<file path="src/rtl/alu_pkg.sv">
// Shared opcode constants, FSM state type and opcode helpers for the ALU dispatcher.
package alu_pkg;

   localparam logic [3:0] OP_ADD  = 4'b0000;
   localparam logic [3:0] OP_LDST = 4'b1000;
   localparam logic [3:0] OP_SUB  = 4'b0001;
   localparam logic [3:0] OP_MUL  = 4'b0010;
   localparam logic [3:0] OP_DIV  = 4'b0011;
   localparam logic [3:0] OP_AND  = 4'b0100;
   localparam logic [3:0] OP_OR   = 4'b0111;
   localparam logic [3:0] OP_IDLE = 4'b1111;

   typedef enum logic [1:0] {
      ST_IDLE = 2'd0,
      ST_EXEC = 2'd1,
      ST_DONE = 2'd2
   } state_e;

   function automatic logic is_multicycle(input logic [3:0] op);
      return (op == OP_MUL) || (op == OP_DIV);
   endfunction

   function automatic logic is_legal(input logic [3:0] op);
      logic legal;
      case (op)
         OP_ADD, OP_LDST, OP_SUB, OP_MUL, OP_DIV, OP_AND, OP_OR: legal = 1'b1;
         default:                                               legal = 1'b0;
      endcase
      return legal;
   endfunction

endpackage

</file>
<file path="src/rtl/alu_md_timer.sv">
// Loadable 4-bit down-counter that paces how long the ALU inputs are held.
module alu_md_timer (
   input  logic       clk,
   input  logic       rst_n,
   input  logic       load_i,
   input  logic [3:0] load_val_i,
   input  logic       dec_i,
   output logic       zero_o
);

   logic [3:0] cnt_q, cnt_d;

   always_comb begin
      cnt_d = cnt_q;
      if (load_i)
         cnt_d = load_val_i;
      else if (dec_i && (cnt_q != 4'd0))
         cnt_d = cnt_q - 4'd1;
   end

   always_ff @(posedge clk or negedge rst_n) begin
      if (!rst_n) cnt_q <= 4'd0;
      else        cnt_q <= cnt_d;
   end

   assign zero_o = (cnt_q == 4'd0);

endmodule

</file>
<file path="src/rtl/alu_dispatch.sv">
// Execute-stage front end: holds ALU inputs for the op latency, captures results
// and hands them to writeback over a valid/ready handshake.
module alu_dispatch
   import alu_pkg::*;
#(
   parameter int WIDTH     = 16,
   parameter int MD_CYCLES = 4
) (
   input  logic             clk,
   input  logic             rst_n,
   input  logic             in_valid,
   output logic             in_ready,
   input  logic [3:0]       in_op,
   input  logic [WIDTH-1:0] in_a,
   input  logic [WIDTH-1:0] in_b,
   input  logic [3:0]       in_rd,
   output logic [WIDTH-1:0] alu_a,
   output logic [WIDTH-1:0] alu_b,
   output logic [3:0]       alu_ctrl,
   input  logic [WIDTH-1:0] alu_op1,
   input  logic [WIDTH-1:0] alu_r15,
   output logic             out_valid,
   input  logic             out_ready,
   output logic [WIDTH-1:0] out_result,
   output logic [3:0]       out_rd,
   output logic [WIDTH-1:0] out_r15,
   output logic             out_r15_we,
   output logic             out_err
);

   localparam logic [3:0] MD_LOAD = 4'(MD_CYCLES - 1);

   state_e           state_q, state_d;
   logic [3:0]       op_q, op_d, rd_q, rd_d;
   logic [WIDTH-1:0] a_q, a_d, b_q, b_d;
   logic             vld_q, vld_d, we_q, we_d, err_q, err_d;
   logic [WIDTH-1:0] res_q, res_d, r15_q, r15_d;
   logic [3:0]       ord_q, ord_d;
   logic             t_load, t_dec, t_zero;
   logic [3:0]       t_load_val;

   alu_md_timer u_timer (
      .clk        (clk),
      .rst_n      (rst_n),
      .load_i     (t_load),
      .load_val_i (t_load_val),
      .dec_i      (t_dec),
      .zero_o     (t_zero)
   );

   always_comb begin
      state_d    = state_q;
      op_d       = op_q;
      a_d        = a_q;
      b_d        = b_q;
      rd_d       = rd_q;
      vld_d      = vld_q;
      res_d      = res_q;
      r15_d      = r15_q;
      we_d       = we_q;
      err_d      = err_q;
      ord_d      = ord_q;
      in_ready   = 1'b0;
      t_load     = 1'b0;
      t_load_val = 4'd0;
      t_dec      = 1'b0;

      case (state_q)
         ST_IDLE: in_ready = 1'b1;
         ST_EXEC: begin
            if (t_zero) begin
               state_d = ST_DONE;
               vld_d   = 1'b1;
               ord_d   = rd_q;
               if (!is_legal(op_q)) begin
                  res_d = '0;
                  r15_d = '0;
                  we_d  = 1'b0;
                  err_d = 1'b1;
               end else if ((op_q == OP_DIV) && (b_q == '0)) begin
                  // ALU output is meaningless here; report saturated quotient and dividend
                  res_d = '1;
                  r15_d = a_q;
                  we_d  = 1'b1;
                  err_d = 1'b1;
               end else begin
                  res_d = alu_op1;
                  r15_d = is_multicycle(op_q) ? alu_r15 : '0;
                  we_d  = is_multicycle(op_q);
                  err_d = 1'b0;
               end
            end else begin
               t_dec = 1'b1;
            end
         end
         ST_DONE: begin
            in_ready = out_ready;
            if (out_ready) begin
               vld_d   = 1'b0;
               state_d = ST_IDLE;
            end
         end
         default: state_d = ST_IDLE;
      endcase

      if (in_ready && in_valid) begin
         state_d    = ST_EXEC;
         op_d       = in_op;
         a_d        = in_a;
         b_d        = in_b;
         rd_d       = in_rd;
         t_load     = 1'b1;
         t_load_val = is_multicycle(in_op) ? MD_LOAD : 4'd0;
      end
   end

   always_ff @(posedge clk or negedge rst_n) begin
      if (!rst_n) begin
         state_q <= ST_IDLE;
         op_q    <= OP_IDLE;
         a_q     <= '0;
         b_q     <= '0;
         rd_q    <= 4'd0;
         vld_q   <= 1'b0;
         res_q   <= '0;
         r15_q   <= '0;
         we_q    <= 1'b0;
         err_q   <= 1'b0;
         ord_q   <= 4'd0;
      end else begin
         state_q <= state_d;
         op_q    <= op_d;
         a_q     <= a_d;
         b_q     <= b_d;
         rd_q    <= rd_d;
         vld_q   <= vld_d;
         res_q   <= res_d;
         r15_q   <= r15_d;
         we_q    <= we_d;
         err_q   <= err_d;
         ord_q   <= ord_d;
      end
   end

   assign alu_a      = a_q;
   assign alu_b      = b_q;
   assign alu_ctrl   = (state_q == ST_EXEC) ? op_q : OP_IDLE;
   assign out_valid  = vld_q;
   assign out_result = res_q;
   assign out_r15    = r15_q;
   assign out_r15_we = we_q;
   assign out_err    = err_q;
   assign out_rd     = ord_q;

endmodule

</file>
<file path="config.mk">
export PLATFORM = sky130hd
export DESIGN_NAME = alu_dispatch
export DESIGN_NICKNAME = d
export VERILOG_FILES = /design/src/rtl/alu_pkg.sv /design/src/rtl/alu_md_timer.sv /design/src/rtl/alu_dispatch.sv
export SDC_FILE = /design/constraint.sdc
export NUM_CORES = 1
export LEC_CHECK = 0
export ABC_AREA = 1
export CORE_ASPECT_RATIO = 0.75
export CORE_MARGIN = 3
export CORE_UTILIZATION = 40
export CTS_CLUSTER_DIAMETER = 200
export DETAILED_ROUTE_END_ITERATION = 10
export PLACE_DENSITY_LB_ADDON = 0.2
export SYNTH_ARGS = -nofsm -noshare
export SYNTH_HDL_FRONTEND = slang
export SYNTH_SLANG_ARGS = --single-unit
</file>
<file path="constraint.sdc">
create_clock -name clk -period 1.4 [get_ports clk]
set_clock_uncertainty 0.1 [all_clocks]
set_input_delay 0.28 -clock clk [delete_from_list [all_inputs] [get_ports clk]]
set_output_delay 0.28 -clock clk [all_outputs]
set_load 0.05 [all_outputs]
</file>
==> qor.txt <==
Routability cong. -> 0.905
Vias in the first global route -> 4514
Crit path required time -> 1570 ps
Average wire per standard cell -> 24.6 um
Cell area after synthesis -> 3910 sq um
Synth area leaders -> dfrtp_1, nand2_1, inv_1
Max Fanout on Critical Path -> 8
Initial antenna violation count -> 0
Post-layout total power -> 24.4 mW
Post-Place Cells -> 797
CP endpoint kind -> register
TritonCTS Buffers -> 9
Maxcap violations -> 0
Crit Path Category -> reg -> reg
Period minus WS final -> 1830 ps
Violated checks -> negative setup slack
P per Cell Area -> 2790 nW/um^2
Dpl cell area -> 6710 sq um
Flop and latch count out of synthesis -> 85
Syn Area/Cell -> 7.97 sq um
Yosys synthesis warning count -> 0
Share of cells above drive strength 1 -> 51.7%
Peak VDD IR -> 1.89 mV
Period utilisation layout -> 131%
Synth Net Count -> 569
Gr usage total -> 28.2%
DRC viols -> 0
Most common cell after layout, fill and taps aside -> nand2_1
Fin. Hold Viols -> 0
Seq/Total Area, Yosys -> 54.5%
Worst Hold Class -> in -> async
CTS tree -> built
Synth cell types -> 27
DR pass1 iterations -> 5
Max-slew violations -> 0
Cell count after synthesis -> 491
Setup TNS -> -16630 ps
Final WL -> 21300 um
Non-Filler Instances -> 863
Vias post-DR -> 4968
Hold Slack -> 241 ps
Fmax -> 0.546 GHz
Slew @ Worst Pin -> 344 ps
Vias per inst -> 5.76
Die footprint -> 11000 sq um
CP Launch Type -> register
Final-stage net count -> 808
Most frequent cells in the layout -> nand2_1, buf_12, clkdlybuf4s50_1, dfrtp_1, nand2_2
Detailed placement HPWL -> 8810 um
Post-Place Setup Slack -> -430 ps
H-tree depth -> 3
CTS sink cnt -> 85
Synth top area share -> 51.8%
Reg clk slew, reported paths -> 70 ps
Status -> finished, violations left
Async S/R FF share, synth -> 100%
Final instance area -> 8730 sq um
Most used DFF post-synth -> dfrtp_1
First-pass GRT wire length -> 24200 um
Leak -> 4.26 nW
Starting density of the core -> 42.2%
Height of the chip -> 91.6 um
Core area -> 9270 sq um
Fin util -> 94.2%
Antenna diode count -> 0
Longest Clk Path Bufs -> 2
I/O pin cnt -> 152
Clk_lat worst skew -> 340 ps
RSZ-0062 raised after global routing -> yes
Largest net degree at the start of global routing -> 36
Worst slew margin -> 77.1%
Port Buffer Count -> 151
EDFF count, synth -> 0
Worst endpoint data arrival time -> 2000 ps
Final worst setup slack -> -430 ps
Iter 0 DRT Violations -> 521
Rows -> 30
Post-route ant nets -> 0
Root buffer cell -> clkbuf_16
Area grow syn2layout -> 123%
Final setup violating endpoints -> 99
DIE WIDTH -> 120 um
Yosys top cell by area -> dfrtp_1
Congestion Overflow GR -> 0
## area by class of cell
class | instances | area (sq um)
clock buffer | 11 | 243
clock inverter | 5 | 60.1
fill | 251 | 538
inverter | 50 | 228
multi-input combinational | 333 | 2190
sequential | 85 | 2150
tap | 128 | 160
timing repair buffer | 247 | 3630
timing repair inverter | 4 | 60.1
## critical path, cell delays in order (launching register included)
cell       delay [ps]
dfstp_2           380
buf_4             150
nor2_4            170
nand3_4            90
nor2_4            200
nand3_4           160
clkbuf_16         240
nand2_4            80
nand3_2            90
nand2_2           100
## sequential cells by signal, summed over array words and instances, names as in the netlist, 4 cells and up
name,cells
rd_q,4
out_result,16
alu_a,16
op_q,4
u_timer.cnt_q,4
out_r15,16
out_rd,4
alu_b,16
## cells in the mapped netlist (3+ instances only)
library cell,count
nand2_1,232
o21ai_0,24
inv_1,47
nand3_1,22
dfstp_2,4
buf_6,3
nand4_1,17
nor2_4,3
dfrtp_1,81
buf_2,18
nor2_1,15
a21oi_1,3
## timing repair
item / in CTS / in global routing
hold buffers: 1 / 0
setup buffers: 20 / 18
gates resized for setup: 100 / 211
endpoints found under the hold margin: 39 / 0
gates cloned: 12 / 10
pin swaps: 11 / 36
endpoints found under the setup margin: 98 / 106
## per-layer routing
metal / wire, um / part of all wire [%] / GRT usage, %
met1: 7310 / 34 / 33.5
met2: 10500 / 50 / 48.1
met3: 2200 / 10 / 9.68
met4: 1220 / 5.7 / 8.96
met5: 0 / 0 / 0
## kinds of logic after synthesis
logic type | after synthesis | synth area share [%]
flip-flops | 85 | 54.5
adder cells (fa/ha/maj) | 2 | 0.640
AO/OA/AOI/OAI | 29 | 3.77
buffers and inverters | 73 | 8.29
AND/OR/NAND/NOR | 302 | 32.8
## worst paths after layout
kind	start	end	slack (ps)	cells after the start
worst max register to register	op_q[3]	out_r15[10]	-430	9
max in group asynchronous	rst_n	out_result[11]	480	3
worst max-delay path	op_q[3]	out_r15[10]	-430	9
worst min-delay path	rst_n	state_q[1]	240	2
min in group clk	out_ready	state_q[1]	290	3
worst min register to register	rd_q[0]	rd_q[0]	400	2
## power breakdown
part	total (mW)	internal, mW	leakage (nW)	switching [mW]
clock network	2.51	1.43	0.134	1.08
logic	16.9	7.90	3.07	9.02
registers	4.95	3.67	1.05	1.28
(Power assumes the default switching activity.)
